===== config.mk =====
export PLATFORM = sky130hd
export DESIGN_NAME = mem_stage
export DESIGN_NICKNAME = d
export VERILOG_FILES = /design/src/rtl/mem_stage.sv
export SDC_FILE = /design/constraint.sdc
export NUM_CORES = 1
export LEC_CHECK = 0
export CAP_MARGIN = 20
export CELL_PAD_IN_SITES_DETAIL_PLACEMENT = 0
export CELL_PAD_IN_SITES_GLOBAL_PLACEMENT = 2
export CORE_MARGIN = 5
export CORE_UTILIZATION = 33
export CTS_CLUSTER_SIZE = 25
export DETAILED_ROUTE_END_ITERATION = 7
export DONT_BUFFER_PORTS = 1
export PLACE_DENSITY_LB_ADDON = 0.1
export SLEW_MARGIN = 20
export SYNTH_ARGS = -nofsm -noshare
export SYNTH_HDL_FRONTEND = slang
export SYNTH_SLANG_ARGS = --single-unit

===== constraint.sdc =====
create_clock -name CLK -period 2.31 [get_ports CLK]
set_input_delay 0.5775 -clock CLK [delete_from_list [all_inputs] [get_ports CLK]]
set_output_delay 0.5775 -clock CLK [all_outputs]
set_load 0.05 [all_outputs]

===== src/rtl/mem_stage.sv =====
// Memory-access pipeline stage: loads/stores over a single-outstanding req/ack bus, ALU/branch pass-through.
// Optional MEM_MISALIGN_TRAP_EN: flag misaligned accesses on misalign_o instead of forcing natural alignment.
module mem_stage (
   input  logic        CLK,
   input  logic        RST_N,
   input  logic [63:0] res_i,
   input  logic        wb_en_i,
   input  logic [4:0]  rd_i,
   input  logic        load_flag_i,
   input  logic        mem_en_i,
   input  logic [2:0]  mem_para_i,
   input  logic [63:0] store_value_i,
   input  logic        branch_flag_i,
   input  logic [63:0] branch_offset_i,
   input  logic [63:0] PC_i,
   output logic        stall_o,
   output logic        dmem_req,
   output logic        dmem_we,
   output logic [63:0] dmem_addr,
   output logic [63:0] dmem_wdata,
   output logic [7:0]  dmem_wstrb,
   input  logic [63:0] dmem_rdata,
   input  logic        dmem_ack,
   output logic        wb_en_o,
   output logic [4:0]  wb_rd_o,
   output logic [63:0] wb_data_o,
   output logic        redirect_o,
   output logic [63:0] redirect_pc_o,
`ifdef MEM_MISALIGN_TRAP_EN
   output logic        misalign_o,
`endif
   output logic        dbg_state
);

   localparam logic [0:0] IDLE = 1'b0;
   localparam logic [0:0] BUSY = 1'b1;

   logic [0:0]  state;
   logic [2:0]  para_q;
   logic [2:0]  off_q;
   logic [4:0]  rd_q;

   logic [1:0]  size_sel;
   logic [2:0]  align_mask;
   logic [2:0]  eff_off;
   logic [7:0]  strb_base;
   logic        trap;
   logic [63:0] lane;
   logic [63:0] load_data;

   assign dbg_state = state;

   // Size code 0..3 = 1/2/4/8 bytes; undefined codes collapse onto doubleword.
   always_comb begin
      size_sel = mem_para_i[1:0];
      if (!load_flag_i && mem_para_i[2])
         size_sel = 2'd3;
      case (size_sel)
         2'd0:    begin align_mask = 3'b111; strb_base = 8'h01; end
         2'd1:    begin align_mask = 3'b110; strb_base = 8'h03; end
         2'd2:    begin align_mask = 3'b100; strb_base = 8'h0F; end
         default: begin align_mask = 3'b000; strb_base = 8'hFF; end
      endcase
   end

`ifdef MEM_MISALIGN_TRAP_EN
   assign eff_off = res_i[2:0];
   assign trap    = mem_en_i && ((res_i[2:0] & ~align_mask) != 3'b000);
`else
   assign eff_off = res_i[2:0] & align_mask;
   assign trap    = 1'b0;
`endif

   always_comb begin
      lane = dmem_rdata >> {off_q, 3'b000};
      case (para_q)
         3'd0:    load_data = {{56{lane[7]}},  lane[7:0]};
         3'd1:    load_data = {{48{lane[15]}}, lane[15:0]};
         3'd2:    load_data = {{32{lane[31]}}, lane[31:0]};
         3'd4:    load_data = {56'd0, lane[7:0]};
         3'd5:    load_data = {48'd0, lane[15:0]};
         3'd6:    load_data = {32'd0, lane[31:0]};
         default: load_data = lane;
      endcase
   end

   assign stall_o = (state == IDLE) ? (mem_en_i && !trap) : !dmem_ack;

   always_ff @(posedge CLK or negedge RST_N) begin
      if (!RST_N) begin
         state         <= IDLE;
         para_q        <= 3'd0;
         off_q         <= 3'd0;
         rd_q          <= 5'd0;
         dmem_req      <= 1'b0;
         dmem_we       <= 1'b0;
         dmem_addr     <= 64'd0;
         dmem_wdata    <= 64'd0;
         dmem_wstrb    <= 8'd0;
         wb_en_o       <= 1'b0;
         wb_rd_o       <= 5'd0;
         wb_data_o     <= 64'd0;
         redirect_o    <= 1'b0;
         redirect_pc_o <= 64'd0;
      end else begin
         case (state)
            IDLE: begin
               if (mem_en_i && !trap) begin
                  para_q     <= mem_para_i;
                  off_q      <= eff_off;
                  rd_q       <= rd_i;
                  dmem_req   <= 1'b1;
                  dmem_we    <= !load_flag_i;
                  dmem_addr  <= {res_i[63:3], 3'b000};
                  dmem_wdata <= store_value_i << {eff_off, 3'b000};
                  dmem_wstrb <= strb_base << eff_off;
                  wb_en_o    <= 1'b0;
                  redirect_o <= 1'b0;
                  state      <= BUSY;
               end else if (mem_en_i) begin
                  wb_en_o    <= 1'b0;
                  redirect_o <= 1'b0;
               end else begin
                  wb_en_o       <= wb_en_i;
                  wb_rd_o       <= rd_i;
                  wb_data_o     <= res_i;
                  redirect_o    <= branch_flag_i & res_i[0];
                  redirect_pc_o <= PC_i + branch_offset_i;
               end
            end
            default: begin
               redirect_o <= 1'b0;
               if (dmem_ack) begin
                  dmem_req <= 1'b0;
                  state    <= IDLE;
                  if (!dmem_we) begin
                     wb_en_o   <= (rd_q != 5'd0);
                     wb_rd_o   <= rd_q;
                     wb_data_o <= load_data;
                  end else begin
                     wb_en_o <= 1'b0;
                  end
               end else begin
                  wb_en_o <= 1'b0;
               end
            end
         endcase
      end
   end

`ifdef MEM_MISALIGN_TRAP_EN
   always_ff @(posedge CLK or negedge RST_N) begin
      if (!RST_N)
         misalign_o <= 1'b0;
      else
         misalign_o <= (state == IDLE) && trap;
   end
`endif

endmodule


Word-level counts from Yosys, hierarchy flattened --
Index checks and enable logic that the tools add are counted.
Storage, ports and cells: bits in writable memories 0, logic and storage cells 68, flip-flop bits (word level) 282, memories kept 0, memory bits (read-only) 0, latch bits 0, input bits 335
Operators by class: eq/ne operators 10, add/sub/neg operators 1, magnitude comparators 0, div/mod/pow operators 0, reductions and logical operators 11, muxes and demuxes 25, shift operators 3, bitwise gates (word level) 4, multipliers 0
Operators by type and width (number):
- one-hot mux 64 bit (6 select lines) | 1
- 2-to-1 mux 64 bit | 4
- adder 64 bit | 1
- << shifter 64 x 6 -> 64 bit | 1
- right shift 64 x 6 -> 64 bit | 1
- one-hot mux 8 bit (3 select lines) | 1
- 2-to-1 mux 5 bit | 4
- 2-to-1 mux 1 bit | 13
- equality test 3 bit, second input constant | 3
- one-hot mux 3 bit (3 select lines) | 1
- << shifter 8 x 3 -> 8 bit | 1
- AND reduction 2 bit | 3
- nonzero test 5 bit | 1
- != test 2 bit, second input constant | 2
- bitwise AND 3 bit | 1
- equality test 3 x 1 -> 1 bit, second input constant | 1
- equality test 3 x 2 -> 1 bit, second input constant | 1
- logical NOT 3 bit | 1
- AND reduction 3 bit | 1
- equality test 2 x 1 -> 1 bit, second input constant | 1
- equality test 2 bit, second input constant | 1
- logical NOT 1 bit | 2
- logical NOT 2 bit | 1
- 2-to-1 mux 2 bit | 1
- 5 further kinds | 6

Depth between registers and ports, before layout --
Gate-level depths: netlist of the first run.
depth after elaboration 7, mapped depth 13, gate-level depth less buffers 11

Worst setup path before layout of the first run --
Ideal clock, no wire load.
kind input-to-reg, from in branch_offset_i[0], to reg redirect_pc_o[56], arrival time 2.937 ns, slack -0.763 ns, stages 11, data required time 2.174 ns, setup time 0.136 ns, cell sequence ha_1 fa_1 a211oi_1 o21ai_1 a221oi_1 nor4b_1 o211ai_1 o211ai_1 a41oi_1 xor2_1 o21ai_0
Between the ends: cells in the longest elaborated chain, start to end 1
Ends and longest elaborated chain:
- from (decl) | line 14 | input logic [63:0] branch_offset_i,
- adder 64 bit | line 128 | redirect_pc_o <= PC_i + branch_offset_i;
- to (signal assigned) | line 128
- to (decl) | line 28 | output logic [63:0] redirect_pc_o,
No other way between the ends. A chain may end at the register's enable or synchronous reset.

Worst setup path in the final report of the first run --
Same ends and word-level chain as after synthesis.

==> results of run 1 <==
-- routing by layer --
metal  global-route usage  wire (µm)  vias to the layer above
met5                    0         54                        -
met4               0.0651       2240                        6
met2                0.440      38800                      525
met3                0.101       7410                      121
li1                     -          -                     8228
met1                0.308      31900                     8394
-- worst paths after layout --
check,startpoint,endpoint,slack [ns],cells after the start
min in group CLK,res_i[8],dmem_addr[8],0.14,2
max in group asynchronous,RST_N,off_q[0],2.28,0
hold / removal,RST_N,dmem_addr[10],-0.26,0
setup / recovery,branch_offset_i[0],redirect_pc_o[56],-0.18,11
hold reg to reg,rd_q[3],rd_q[3],0.50,2
setup reg to reg,off_q[0],wb_data_o[39],-0.11,11
-- layout make-up --
type / count / area share
Clock inverter: 8 / 0.00796
Antenna cell: 2 / 0.000210
Clock buffer: 54 / 0.0469
Inverter: 27 / 0.00424
Sequential cell: 282 / 0.296
Tap cell: 696 / 0.0365
Multi-Input combinational cell: 1721 / 0.474
Timing Repair Buffer: 383 / 0.134
-- cell usage in the layout, fill, tap and decap left out, drive strengths merged, types with 23 or more instances in the layout --
cell,n
inv,27
a21o,29
nor2,126
xor2,32
and3,27
a22o,24
mux2i,104
o22ai,34
ha,63
clkbuf,56
a21oi,133
o31ai,23
xnor2,23
nand3,34
a31oi,23
dfrtp,282
nand4,25
o21ai,244
a211oi,24
nand2,569
buf,381
-- cell usage after synthesis, types with 10 or more instances --
master / instances / area (µm²)
nand2_1: 569 / 2140
dfrtp_1: 282 / 7060
o21ai_0: 238 / 1190
a21oi_1: 132 / 661
nor2_1: 126 / 473
clkbuf_1: 107 / 402
mux2i_1: 104 / 1040
ha_1: 63 / 788
nand3_1: 34 / 170
o22ai_1: 34 / 213
xor2_1: 32 / 280
a21o_1: 28 / 210
and3_1: 26 / 163
inv_1: 26 / 97.6
a211oi_1: 24 / 180
a22o_1: 24 / 210
nand4_1: 24 / 150
a31oi_1: 23 / 144
xnor2_1: 23 / 201
o31ai_1: 21 / 158
buf_2: 18 / 90.1
o21bai_1: 18 / 135
nor3_1: 16 / 80.1
o211ai_1: 16 / 120
buf_1: 15 / 56.3
mux2_2: 14 / 158
mux4_2: 14 / 315
o21a_1: 12 / 90.1
a32oi_1: 10 / 87.6
nor2b_1: 10 / 62.6
-- state kept, by name, indices dropped and copies added (netlist names), 3 cells and up --
signal and count:
wb_data_o 64, redirect_pc_o 64, dmem_wdata 64, wb_rd_o 5, dmem_wstrb 8, dmem_addr 61
rd_q 5, off_q 3, para_q 3
-- cells by family (layout without fill, tap and decap cells) --
kind of cell | Yosys count | after routing | synth area share
AND/OR/NAND/NOR | 840 | 840 | 0.193
AO/OA/AOI/OAI | 626 | 626 | 0.213
flip-flops | 282 | 282 | 0.391
buffers and inverters | 187 | 472 | 0.0468
multiplexers | 133 | 133 | 0.0846
adder cells (fa/ha/maj) | 64 | 64 | 0.0448
XOR/XNOR | 55 | 55 | 0.0267
other | 1 | 5 | 0.000208
-- report_power, final --
group / switching [mW] / total (mW) / internal, mW
sequential: 6.90 / 13.2 / 6.33
clock: 2.30 / 6.30 / 4.00
combinational: 3.48 / 6.50 / 3.02
-- through the flow --
step / power, mW / instance area (µm²) / worst slack, ns / TNS (ns) / hold slack, ns
after floorplan: 16.2 / 18500 / -0.444 / -7.52 / 0.282
after global placement: 19.0 / 21400 / -0.754 / -42.41 / 0.289
after detailed placement: 19.1 / 21400 / -0.727 / -39.88 / 0.289
after CTS: 25.8 / 23100 / -0.0790 / -0.762 / -0.297
after global routing: 27.3 / 23900 / -0.263 / -9.08 / -0.297
final: 26.0 / 23900 / -0.177 / -3.09 / -0.262
-- critical path, delay by kind of cell --
family          cells  cell delay, ns
simple gates        1            0.12
fa+ha+maj           2            0.53
compound gates      7            1.49
xor+xnor            1            0.18
-- what timing repair did --
action / CTS / global route
pin swaps: 21 / 76
hold endpoints to repair: 282 / 282
resized for setup: 59 / 137
endpoints found under the setup margin: 66 / 88
setup buffers: 10 / 18
cloned: 2 / 3
==> results.md, run 1 <==
- Period minus WS final: 2.49 ns
- Worst-case vdd ir drop: 743 µV
- Most used DFF post-synth: dfrtp_1
- Synth Area per Inst: 8.24 µm²
- Post-Syn Area: 18000 µm²
- CP max stage cell: fa_2
- Fmax: 402 MHz
- WS Path Type: input pin to register
- Via count: 17.3k
- Final Skew: 0.0164 ns
- TritonCTS clock tree: yes
- Port Buf Inserts: 0
- Share of cells above drive strength 1: 0.263
- Fillcell total: 5421
- Least-Margin Pin Slew: 0.689 ns
- Register area share after synthesis: 0.391
- Setup violators final: 44
- Crit path cell chain: ha_4 -> fa_2 -> a211oi_4 -> o21ai_2 -> a221oi_2 -> nor4b_2 -> o211ai_1 -> o211ai_1 -> a41oi_2 -> xor2_1 -> o21ai_1
- Cts bufs inserted: 36
- DR vias/cell: 5.44
- Area of the multi-input gates: 11300 µm²
- DRT iter0 DRCs: 959
- Hold Violations, Final: 282
- WHS: -0.262 ns
- Dpl hpwl: 64000 µm
- Final std cells w/o fill: 3173
- Post-synth EDFFs: 0
- Die area: 59400 µm²
- Synthesized instance count: 2188
- Max-Slew Margin vs Limit: 0.541
- Crit. End Element: register
- CTS Sinks: 282
- Pwr Density: 1090 nW/µm²
- Wire per inst: 25.4 µm
- Pleak: 10.9 nW
- Yosys synthesis warning count: 0
- GRT Overall Usage: 0.258
- First-pass GRT wire length: 118000 µm
- Largest net degree at the start of global routing: 283
- Core area: 54000 µm²
- Cell Rows: 85
- Htree depth: 2
- Clock latency at the later pin of the worst-skew pair: 0.55 ns
- Vias in the first global route: 17.6k
- Global placer's final weighted congestion: 0.931
- Placed cells: 3079
- Layout Nets: 2850
- Remaining global-route overflow: 0
- Util after Layout: 0.442
- Num ports: 610
- Die height: 244 µm
- Area growth syn-to-layout: 32.4%
- Data arrival, critical path: 2.89 ns
- Root Driver: clkbuf_16
- Worst hold path type: input pin to asynchronous set/reset pin
- Cell mode on critical path: o211ai_1
- Final ANT Viol Nets: 0
- Max_cap viols: 0
- # DRC: 0
- Crit start category: input pin
- Initial core utilization: 0.334
- Antenna violations before repair: 7
- Synth cell types: 82
- RSZ-0062 raised after global routing: true
- CP max stage delay: 0.39 ns
- Yosys reg bits: 282
- Clock-pin transition on the worst setup and hold timing paths: 0.05 ns
- Max Transition Viols Final: 0
- Tcrit/Tclk final: 1.08
- CTS max path bufs: 3
- PnR worst setup slack: -0.177 ns
- DRT Wirelength: 80500 µm
- CP Max Fanout: 3
- FF+latch area: 7070 µm²
- Status: finished with violations
- WP data required: 2.71 ns
- FFs w/ async S/R, synth: 1.00
- Failing checks: hold timing, setup timing
- First-pass DRT Iterations: 5
- Die width: 244 µm
(Power assumes the default switching activity.)
==> run 2, diff against run 1 <==
--- a/config.mk
+++ b/config.mk
@@ -14,6 +14,7 @@
 export DETAILED_ROUTE_END_ITERATION = 7
 export DONT_BUFFER_PORTS = 1
 export PLACE_DENSITY_LB_ADDON = 0.1
+export REMOVE_ABC_BUFFERS = 1
 export SLEW_MARGIN = 20
 export SYNTH_ARGS = -nofsm -noshare
 export SYNTH_HDL_FRONTEND = slang
==> run 2 against run 1 <==
  * The run still ends with hold timing, setup timing left
  * Non-clock buffer count is 36 lower
  * Fmax about the same
  * Worst hold slack got worse by 0.024 ns
  * Cell area down 1.9%
  * Register-to-register slack worse by 0.03 ns
  * Die area is the same
  * Clock skew rose by 0.0035 ns
  * First-iteration DRC count decreased by 0.73%
  * Sequential power about the same
  * Total power is 1.5% lower
==> results.md, run 2 (synthesis results as in run 1) <==
- Core area: 54000 µm²
- Pre-CTS setup slack: -1.19 ns
- Reg power frac: 0.515
- Die area: 59400 µm²
- Die height: 244 µm
- Sw frac: 0.492
- Cts bufs inserted: 38
- Reg-to-Reg End: wb_data_o[59]
- Worst hold path type: input pin to asynchronous set/reset pin
- Initial core utilization: 0.334
- TritonCTS clock tree: yes
- DR vias/cell: 5.43
- Util after Layout: 0.434
- Wire per inst: 24.3 µm
- RSZ-0062 raised after global routing: true
- Largest registers: dmem_wdata x64, redirect_pc_o x64, wb_data_o x64
- Remaining global-route overflow: 0
- Htree depth: 2
- P_int: 13.0 mW
- First-pass GRT wire length: 112000 µm
- GRT Overall Usage: 0.243
- Final ANT Viol Nets: 0
- Met3 Use GR: 0.0923
- Global placer's final weighted congestion: 0.898
- Port Buf Inserts: 0
- Die width: 244 µm
- Failing checks: hold timing, setup timing
- Fillcell total: 5484
- Reg-to-reg startpoint: off_q[1]
- Cell Rows: 85
- Hold Violations, Final: 282
- CTS max path bufs: 3
- Max-Slew Margin vs Limit: 0.341
- Clock-pin transition on the worst setup and hold timing paths: 0.06 ns
- Period minus WS final: 2.49 ns
- Via count: 17.0k
- Max_cap viols: 0
- # DRC: 0
- Clock latency at the later pin of the worst-skew pair: 0.57 ns
- Share of cells above drive strength 1: 0.240
- Tcrit/Tclk final: 1.08
- Status: finished with violations
- Final Skew: 0.0199 ns
- R2r setup slk: -0.14 ns
- Met1 Usage GRT: 0.285
- Root Driver: clkbuf_16
- PnR worst setup slack: -0.176 ns
- FF-to-FF path depth: 11
- DRT iter0 DRCs: 952
- Crit. End Element: register
- Pleak: 10.7 nW
- Fin area: 23400 µm²
- M2 GR Usage: 0.419
- WS Path Type: input pin to register
- First-pass DRT Iterations: 5
- WHS: -0.287 ns
- WP data required: 2.75 ns
- Pwr Density: 1090 nW/µm²
- Placed inst area: 20800 µm²
- Fmax: 402 MHz
- Antenna violations before repair: 2
- Logic pwr share: 0.240
- Vias in the first global route: 17.1k
- Num ports: 610
- Area growth syn-to-layout: 29.8%
- Most Crowded Layer GR: met2
- Crit start category: input pin
- Max Transition Viols Final: 0
- Data arrival, critical path: 2.92 ns
- NetSw: 12.6 mW
- DRT Wirelength: 76200 µm
- Least-Margin Pin Slew: 0.985 ns
- Commonest non-fill, non-tap cell in the layout: nand2_1
- Clk pwr share: 0.245
- Largest net degree at the start of global routing: 283
- Dpl hpwl: 59300 µm
- Leading cell types in the layout, fill and taps excluded: nand2_1 (567), buf_4 (314), dfrtp_1 (279)
- Setup violators final: 51
- Worst-case vdd ir drop: 545 µV
- CP Max Fanout: 5
- CTS Sinks: 282
- Layout Nets: 2816
run 2: changes by cell type in the layout (fill, tap and decap cells not counted), sizes merged:
| cell | change |
|---|---|
| buf | -34 |
| clkbuf | -9 |
| clkinv | +3 |
| clkinvlp | +3 |
| diode | -1 |
| inv | +3 |
run 2: repair_timing:
item / 4_1_cts / 5_1_grt
endpoints found under the hold margin: 282 / 282
setup buffers: 11 / 19
gates resized for setup: 99 / 161
pin swaps: 60 / 88
endpoints found under the setup margin: 88 / 89
cloned: 2 / 0
run 2: per-layer routing:
metal | vias to the layer above | wire (µm)
met4 | 4 | 2220
met5 | - | 21
met3 | 115 | 7220
met2 | 551 | 37200
li1 | 8163 | -
met1 | 8207 | 29600
run 2: through the flow:
step	instances	hold slack [ns]	TNS [ns]	power, mW
CTS	3122	-0.316	-2.23	25.5
global route	3137	-0.312	-9.66	26.9
floorplan	2030	0.282	-970.17	16.0
finish	3138	-0.287	-3.51	25.6
detailed placement	3046	0.290	-48.33	18.8
global placement	3046	0.289	-46.78	18.7
run 2: layout make-up:
type	count	area (µm²)	area share
antenna	1	2.50	0.000107
clock buffer	47	1030	0.0442
multi-input combinational	1721	11200	0.477
inverter	27	101	0.00433
clock inverter	17	265	0.0113
tap	696	871	0.0372
timing repair buffer	347	2910	0.124
sequential	282	7070	0.302
run 2: how the worst max path moves through the flow:
stage,slack (ns),endpoint,cells past startpoint,start
final,-0.18,redirect_pc_o[58],13,branch_offset_i[0]
after global routing,-0.24,redirect_pc_o[56],13,branch_offset_i[0]
after CTS,-0.12,wb_data_o[61],11,off_q[1]
after detailed placement,-1.19,redirect_pc_o[60],12,branch_offset_i[0]
after global placement,-1.18,redirect_pc_o[56],12,branch_offset_i[0]
after floorplan,-5.17,wb_data_o[0],3,dbg_state
run 2: worst max-delay path, stage by stage:
cell	delay, ns
ha_4	0.15
fa_2	0.38
a211oi_4	0.25
o21ai_2	0.10
buf_4	0.15
a21oi_4	0.14
nor2b_4	0.19
o31a_1	0.27
o31ai_4	0.09
buf_12	0.14
a31o_4	0.25
a31oi_4	0.15
o22ai_1	0.08
run 2: power groups by stage:
| stage | logic (mW) | registers (mW) | clock network, mW |
|---|---|---|---|
| detailed placement | 5.45 | 13.4 | 0 |
| CTS | 5.82 | 13.3 | 6.45 |
| finish | 6.17 | 13.2 | 6.27 |
| global route | 6.82 | 13.4 | 6.66 |
| floorplan | 3.35 | 12.6 | 0 |
| global placement | 5.36 | 13.4 | 0 |
